**src/rtl/image_stream_pkg.sv**
```systemverilog
// image_stream_pkg: shared FSM states, pixel types and BMP constants for the image stream blocks.
package image_stream_pkg;
    typedef enum logic [2:0] {IDLE, VBLANK, ACTIVE, HBLANK, DRAIN, DONE} state_t;
    typedef struct packed {
        logic [7:0] r;
        logic [7:0] g;
        logic [7:0] b;
    } pixel_t;
    typedef struct packed {
        pixel_t p1;
        pixel_t p0;
    } pair_t;
    localparam int BMP_HEADER_SIZE = 54;
endpackage

```
**src/rtl/image_stream_timing.sv**
```systemverilog
// image_stream_timing: blanking-delay, pair and line counters with terminal-count events.
module image_stream_timing
    import image_stream_pkg::*;
#(
    parameter int WIDTH       = 768,
    parameter int HEIGHT      = 512,
    parameter int START_DELAY = 100,
    parameter int HSYNC_DELAY = 160,
    parameter int PW          = $clog2(WIDTH / 2 + 1),
    parameter int LW          = $clog2(HEIGHT + 1)
) (
    input  logic          clk,
    input  logic          rst,
    input  state_t        state,
    output logic          delay_tc,
    output logic          pair_tc,
    output logic          line_tc,
    output logic [PW-1:0] pair,
    output logic [LW-1:0] line
);
    localparam int DMAX = START_DELAY > HSYNC_DELAY ? START_DELAY : HSYNC_DELAY;
    localparam int DW   = $clog2(DMAX + 1);

    logic [DW-1:0] delay;

    assign delay_tc = (state == VBLANK && delay == DW'(START_DELAY - 1)) ||
                      (state == HBLANK && delay == DW'(HSYNC_DELAY - 1));
    assign pair_tc  = state == ACTIVE && pair == PW'(WIDTH / 2 - 1);
    assign line_tc  = line == LW'(HEIGHT - 1);

    // The delay counter idles at zero so each blanking interval starts counting fresh.
    always_ff @(posedge clk) begin
        if (rst) begin
            delay <= '0;
            pair  <= '0;
            line  <= '0;
        end else begin
            delay <= (delay_tc || !(state inside {VBLANK, HBLANK})) ? '0 : delay + 1'b1;
            pair  <= (state != ACTIVE || pair_tc) ? '0 : pair + 1'b1;
            line  <= state == VBLANK ? '0 : (pair_tc && !line_tc) ? line + 1'b1 : line;
        end
    end
endmodule

```
**src/rtl/image_read_stream.sv**
```systemverilog
// image_read_stream: frame-buffer reader emitting two pixels per clock with hsync/vsync framing.
// Define READ_VFLIP_EN to read lines bottom-up (HEIGHT-1 down to 0) with identical timing.
module image_read_stream
    import image_stream_pkg::*;
#(
    parameter int WIDTH       = 768,
    parameter int HEIGHT      = 512,
    parameter int START_DELAY = 100,
    parameter int HSYNC_DELAY = 160,
    parameter int ADDR_W      = 18
) (
    input  logic              HCLK,
    input  logic              HRESET,
    input  logic              start,
    output logic              mem_rd_en,
    output logic [ADDR_W-1:0] mem_addr,
    input  logic [47:0]       mem_rdata,
    output logic              vsync,
    output logic              hsync,
    output logic [7:0]        DATA_R0,
    output logic [7:0]        DATA_G0,
    output logic [7:0]        DATA_B0,
    output logic [7:0]        DATA_R1,
    output logic [7:0]        DATA_G1,
    output logic [7:0]        DATA_B1,
    output logic              ctrl_done,
    output logic              busy
);
    localparam int PW = $clog2(WIDTH / 2 + 1);
    localparam int LW = $clog2(HEIGHT + 1);

    state_t        state;
    logic          delay_tc, pair_tc, line_tc, rd_v;
    logic [PW-1:0] pair;
    logic [LW-1:0] line, row;
    pair_t         px;

    image_stream_timing #(
        .WIDTH(WIDTH), .HEIGHT(HEIGHT), .START_DELAY(START_DELAY),
        .HSYNC_DELAY(HSYNC_DELAY), .PW(PW), .LW(LW)
    ) u_timing (
        .clk(HCLK), .rst(HRESET), .state(state), .delay_tc(delay_tc),
        .pair_tc(pair_tc), .line_tc(line_tc), .pair(pair), .line(line)
    );

`ifdef READ_VFLIP_EN
    assign row = LW'(HEIGHT - 1) - line;
`else
    assign row = line;
`endif

    assign mem_rd_en = state == ACTIVE;
    assign mem_addr  = mem_rd_en ? ADDR_W'(row) * ADDR_W'(WIDTH / 2) + ADDR_W'(pair) : '0;
    assign busy      = state inside {VBLANK, ACTIVE, HBLANK};
    assign DATA_R0   = px.p0.r;
    assign DATA_G0   = px.p0.g;
    assign DATA_B0   = px.p0.b;
    assign DATA_R1   = px.p1.r;
    assign DATA_G1   = px.p1.g;
    assign DATA_B1   = px.p1.b;

    // rd_v marks the cycle mem_rdata is valid; DRAIN waits for it to clear before DONE.
    always_ff @(posedge HCLK) begin
        if (HRESET) begin
            state     <= IDLE;
            vsync     <= 1'b0;
            ctrl_done <= 1'b0;
            rd_v      <= 1'b0;
            hsync     <= 1'b0;
            px        <= '0;
        end else begin
            vsync <= 1'b0;
            rd_v  <= mem_rd_en;
            hsync <= rd_v;
            px    <= rd_v ? mem_rdata : '0;
            case (state)
                IDLE, DONE: if (start) begin
                    state     <= VBLANK;
                    vsync     <= 1'b1;
                    ctrl_done <= 1'b0;
                end
                VBLANK, HBLANK: if (delay_tc) state <= ACTIVE;
                ACTIVE: if (pair_tc) state <= line_tc ? DRAIN : HBLANK;
                DRAIN: if (!rd_v) begin
                    state     <= DONE;
                    ctrl_done <= 1'b1;
                end
                default: state <= IDLE;
            endcase
        end
    end
endmodule
```
**config.mk**
```make
export PLATFORM = sky130hd
export DESIGN_NAME = image_read_stream
export DESIGN_NICKNAME = d
export VERILOG_FILES = /design/src/rtl/image_stream_pkg.sv /design/src/rtl/image_stream_timing.sv /design/src/rtl/image_read_stream.sv
export SDC_FILE = /design/constraint.sdc
export NUM_CORES = 1
export LEC_CHECK = 0
export BUFFER_PORTS_ARGS = -buffer_cell sky130_fd_sc_hd__buf_2
export CORE_MARGIN = 5
export CORE_UTILIZATION = 40
export CTS_CLUSTER_DIAMETER = 80
export DETAILED_ROUTE_END_ITERATION = 8
export GPL_ROUTABILITY_DRIVEN = 0
export PLACE_DENSITY = 0.67
export SKIP_LAST_GASP = 1
export SYNTH_ARGS = -nofsm -noshare
export SYNTH_HDL_FRONTEND = slang
export SYNTH_SLANG_ARGS = --single-unit
```
**constraint.sdc**
```tcl
create_clock -name HCLK -period 4.3 [get_ports HCLK]
set_clock_uncertainty 0.15 [all_clocks]
set_input_delay 0.86 -clock HCLK [delete_from_list [all_inputs] [get_ports HCLK]]
set_output_delay 0.86 -clock HCLK [all_outputs]
set_load 0.02 [all_outputs]
```
Word-level counts from Yosys, hierarchy flattened
Cells that the tools add are included.
Widths: inputs -> output; s select.
Word-level totals
  flip-flop bits (word level): 82
  bits in latches: 0
  bits in writable memories: 0
  bits in read-only memories: 0
  output and inout bits: 71
  logic and storage cells: 68
  memories: 0
Operators by class
  add/sub/neg operators: 4
  multiply operators: 1
  divide/modulo/power cells: 0
  $lt $le $gt $ge: 0
  equal/unequal tests: 14
  shift-type cells: 0
  multiplexer cells: 11
  bitwise logic cells: 2
  reductions and logical operators: 22
Operators by type and width (number)
  $add 18x9->18: 1
  $mux 18: 1
  $mux 3: 5
  $reduce_or 2->1: 7
  $pmux 3 s4: 1
  $mul 10x2->11 const B: 1
  $add 10x1->10 const B: 1
  $eq 10x9->1 const B: 1
  $add 9x1->9 const B: 1
  $eq 9x9->1 const B: 1
  $add 8x1->8 const B: 1
  $eq 8x7->1 const B: 1
  $eq 8x8->1 const B: 1
  $eq 3x2->1 const B: 2
  $eq 3x3->1 const B: 2
  $logic_and 1x1->1: 4
  $ne 2x1->1 const B: 2
  $ne 2x2->1 const B: 2
  $reduce_and 4->1: 1
  $reduce_bool 2->1: 2
  $eq 3x1->1 const B: 1
  $logic_not 3->1: 1
  $logic_or 1x1->1: 3
  $mux 1: 3
  other kinds (6): 8

Longest topological paths before layout
  depth after elaboration: 5
  mapped depth: 8
  depth with buffers taken out: 8

By module
From an unflattened synthesis, not the netlist that was laid out.
Second synthesis, totals
  cell total of the unflattened synthesis: 401
  area, all modules: 3663.5 µm²
Modules (own cells, without submodules)
  image_read_stream: instances 1, cells each 252, area an instance 2392.3 µm², seq. area each 1101.1 µm²
  image_stream_timing: instances 1, cells each 149, area an instance 1271.2 µm², seq. area each 540.5 µm²

Worst setup path after synthesis
Ideal clock, no wire load.
  kind: reg2out
  start: register u_timing.line[0]
  end: output mem_addr[17]
  arrival: 2.591 ns
  required time: 3.290 ns
  setup slack: 0.699 ns
  stages on the path, launching flop included: 9
  path buffers: 0
  path through: dfxtp_1 -> ha_1 -> fa_1 -> a211o_1 -> a32o_1 -> nor4_2 -> nand3_1 -> or3b_1 -> mux2i_1
On the way
  longest elaborated chain between the ends: 3
Ends and longest elaborated chain
  start, declared: RTL line image_stream_timing.sv:19  | output logic [LW-1:0] line
  start signal, assigned: RTL line image_stream_timing.sv:40  | line <= state == VBLANK ? '0 : (pair_tc && !line_tc) ? line + 1'b1 : line;
  $mul 10x2->11: RTL line image_read_stream.sv:53  | assign mem_addr = mem_rd_en ? ADDR_W'(row) * ADDR_W'(WIDTH / 2) + ADDR_W'(pair) : '0;
  $add 18x9->18: RTL line image_read_stream.sv:53
  $mux 18: RTL line image_read_stream.sv:53
  end, declared: RTL line image_read_stream.sv:16  | output logic [ADDR_W-1:0] mem_addr,
Every way passes these cells.

Worst setup path after layout
Ends and elaborated chain as after synthesis.

==> flow_summary.json <==
{
  "result_of_the_run": "complete, no violations",
  "wl_per_cell_um": 12.5,
  "drt-pass1-iter-count": 4,
  "crit_slowest_cell": "sky130_fd_sc_hd__fa_1",
  "grt.total_usage_pct": 13.6,
  "layout_common_cells": "sky130_fd_sc_hd__buf_2, sky130_fd_sc_hd__dfxtp_1, sky130_fd_sc_hd__and2_1, sky130_fd_sc_hd__nor2_1, sky130_fd_sc_hd__xor2_1",
  "timing.critical_path.max_delay_family": "simple AND/OR/NAND/NOR gates",
  "timing.critical_path.cells": "ha_1 > fa_1 > a211o_1 > a32o_1 > nor4_4 > nand3_1 > or3b_1 > mux2i_1 > buf_2",
  "synth_nets": 431,
  "leakagePower_nw": 2.13,
  "clkPwrFrac_pct": 35.0,
  "post_synth_main_area_contributors": "sky130_fd_sc_hd__dfxtp_1, sky130_fd_sc_hd__and2_1, sky130_fd_sc_hd__xor2_1",
  "final-max-slew-violation-count": 0,
  "synth_enable_flop_cells": 0,
  "maxSlewHeadroom_pct": 57.6,
  "grt_antenna_before_repair": 0,
  "power_spent_charging_and_discharging_nets_w": 0.000474,
  "num_io_pins": 122,
  "cpPeakStageDelay_ns": 0.44,
  "port-buffer-count": 121,
  "drt_drc_violations_left": 0,
  "final.hold.worst_slack_ns": 0.342,
  "grt_total_ovfl": 0,
  "syn_inst": 364,
  "finalHoldViolations": 0,
  "crit_type": "flip-flop to output port",
  "layout.area.seq_mm2": 0.00164,
  "design.die.area_mm2": 0.0107,
  "maximum_clock_insertion_buffer_count": 2,
  "finalCoreUtilization_pct": 51.0,
  "actual_transition_at_the_worst_max_transition_pin_ns": 0.637,
  "timing.hold.worst.class": "flip-flop to flip-flop",
  "critPathLaunchType": "flip-flop",
  "clkTransAtPathRegs_ns": 0.09,
  "cts_post_setup_buffers_inserted": 0,
  "final-setup-viol-count": 0,
  "multiInputGateArea_mm2": 0.00178,
  "finalNetCount": 551,
  "synth_ff_type": "sky130_fd_sc_hd__dfxtp_1",
  "setup_repair_after_global_routing_missed_its_margin": "no",
  "cp_data_required_time_ns": 3.29,
  "post-synth-top-area-cell": "sky130_fd_sc_hd__dfxtp_1",
  "die_height_um": 103,
  "synthesis.area_mm2": 0.00349,
  "setup-tns-final_ns": 0,
  "routed_wl_um": 7460,
  "postPlaceCellArea_mm2": 0.00419,
  "htree_levels": 3,
  "sequentialPowerShare_pct": 50.5,
  "power.switching_fraction_pct": 29.0,
  "critical_path.n_buffers_inverters": 1,
  "initial_utilization_pct": 40.5,
  "yosysUniqueCellTypes": 50,
  "final_min_period_over_clock_period_pct": 93.4,
  "wire_length_of_the_first_global_routing_pass_um": 11600,
  "core.rowCount": 34,
  "final_period_minus_worst_setup_slack_ns": 4.01,
  "first_global_vias": 2588,
  "max_cap_violations": 0,
  "synth.avg_cell_area_um2": 9.60,
  "ys_ff_latch": 82,
  "async_reset_ff_share_pct": 0,
  "master_cell_of_the_clock_root_buffer": "sky130_fd_sc_hd__clkbuf_8",
  "numCtsBuffers": 9,
  "worstSkewPairLatency_ns": 0.34,
  "clkSinkCount": 82,
  "core-area_mm2": 0.00864,
  "achievable-frequency_mhz": 249,
  "synth_sequential_area_ratio_pct": 47.0,
  "route.detailed.vias_per_inst": 4.74,
  "maximum_number_of_pins_on_one_net_before_global_route_repair": 50,
  "worst_setup_path_end_kind": "output port",
  "synth_top_area_share_pct": 47.0,
  "cts_tree": "yes",
  "layout_commonest_cell": "sky130_fd_sc_hd__buf_2",
  "critPathArrivalTime_ns": 3.00,
  "final_layout_size_suffix_gt1_share_pct": 30.1,
  "power_frac_comb_pct": 14.4,
  "num-fill-cells": 851,
  "power.ir.vdd_worst_mv": 0.201,
  "layout-area-overhead-vs-synth_pct": 26.1,
  "postLayoutCellArea_mm2": 0.00440,
  "hpwlAfterDp_um": 5790,
  "num_antenna_cells": 0,
  "critical_path.max_fanout": 4,
  "synth_warnings": 0,
  "initialDrtViolationCount": 100,
  "internal_power_w": 0.00116,
  "route.vias.total": 2831,
  "final_antenna_net_count": 0,
  "power_per_cell_area_mw_per_mm2": 371,
  "chipWidth_um": 103
}
state kept, by name, summed over array words and instances (netlist names):
| signal | flops |
|---|---|
| DATA_B0 | 8 |
| DATA_B1 | 8 |
| DATA_G0 | 8 |
| DATA_G1 | 8 |
| DATA_R0 | 8 |
| DATA_R1 | 8 |
| ctrl_done | 1 |
| hsync | 1 |
| rd_v | 1 |
| state | 3 |
| u_timing.delay | 8 |
| u_timing.line | 10 |
| u_timing.pair | 9 |
| vsync | 1 |
path summary, 6_finish.rpt:
kind | from | to | slack, ns | cells past startpoint
worst max-delay path | u_timing.line[0] | mem_addr[17] | 0.29 | 9
worst min-delay path | u_timing.delay[0] | u_timing.delay[0] | 0.34 | 1
worst max register to register | state[2] | state[1] | 1.55 | 6
worst min register to register | u_timing.delay[0] | u_timing.delay[0] | 0.34 | 1
synthesized netlist by cell type, types with 2 or more instances:
cell,instances
sky130_fd_sc_hd__or3_1,2
sky130_fd_sc_hd__a211oi_1,2
sky130_fd_sc_hd__nand3_1,16
sky130_fd_sc_hd__nor3b_1,3
sky130_fd_sc_hd__and2_1,60
sky130_fd_sc_hd__o21ai_0,5
sky130_fd_sc_hd__xnor2_1,9
sky130_fd_sc_hd__o21a_1,2
sky130_fd_sc_hd__nor2b_1,6
sky130_fd_sc_hd__ha_1,14
sky130_fd_sc_hd__a22oi_1,2
sky130_fd_sc_hd__fa_1,2
sky130_fd_sc_hd__nand4_1,5
sky130_fd_sc_hd__or2_2,3
sky130_fd_sc_hd__nand2_1,11
sky130_fd_sc_hd__a211o_1,4
sky130_fd_sc_hd__nor2_1,37
sky130_fd_sc_hd__and4_1,2
sky130_fd_sc_hd__a31oi_1,2
sky130_fd_sc_hd__nor3_1,5
sky130_fd_sc_hd__a21o_1,6
sky130_fd_sc_hd__xor2_1,23
sky130_fd_sc_hd__a21oi_1,12
sky130_fd_sc_hd__dfxtp_1,82
sky130_fd_sc_hd__inv_1,7
sky130_fd_sc_hd__nand3b_1,2
sky130_fd_sc_hd__clkbuf_1,12
sky130_fd_sc_hd__mux2i_1,2
sky130_fd_sc_hd__and3_1,5
area by class of cell:
| cell class | count | share of cell area (%) |
|---|---|---|
| inverter | 8 | 0.682 |
| clock inverter | 7 | 1.90 |
| clock buffer | 9 | 2.81 |
| tap | 108 | 3.07 |
| multi-input combinational | 261 | 40.3 |
| sequential | 82 | 37.3 |
| timing repair buffer | 122 | 13.9 |
per-stage QoR:
stage          setup WS [ns]  instances  total power (W)
2_1_floorplan          0.699        364          0.00101
6_report               0.286        597          0.00163
3_3_place_gp           0.686        581          0.00108
3_5_place_dp           0.620        581          0.00108
4_1_cts                0.215        597          0.00166
5_1_grt               0.0290        597          0.00172
power groups by stage:
stage | Sequential, W | Clock, W | Combinational, W
after floorplan | 0.000861 | 0 | 0.000146
after global placement | 0.000843 | 0 | 0.000237
after detailed placement | 0.000844 | 0 | 0.000240
after CTS | 0.000827 | 0.000595 | 0.000240
after global routing | 0.000833 | 0.000624 | 0.000266
final | 0.000826 | 0.000572 | 0.000236
kinds of logic (layout without fill, tap and decap cells):
family / after synthesis / in the layout / share of synthesized area, %
fa+ha+maj: 16 / 16 / 6.16
flops: 82 / 82 / 47.0
xor+xnor: 32 / 32 / 8.02
buf+inv: 21 / 146 / 2.47
simple gates: 166 / 166 / 26.8
compound gates: 45 / 45 / 9.03
mux: 2 / 2 / 0.573
repair_timing:
item | 4_1_cts | 5_1_grt
endpoints found under the setup margin | 0 | 1
hold buffers | 0 | 0
hold endpoints to repair | 0 | 0
gates resized for setup | 0 | 1
layer usage:
metal	vias to the layer above	wire length, um	track usage, %
met4	0	76	4.38
li1	1466	-	-
met1	1293	3100	16.7
met2	66	3810	22.3
met5	-	0	0
met3	6	478	4.90
Power figures use the tool's default switching activity.
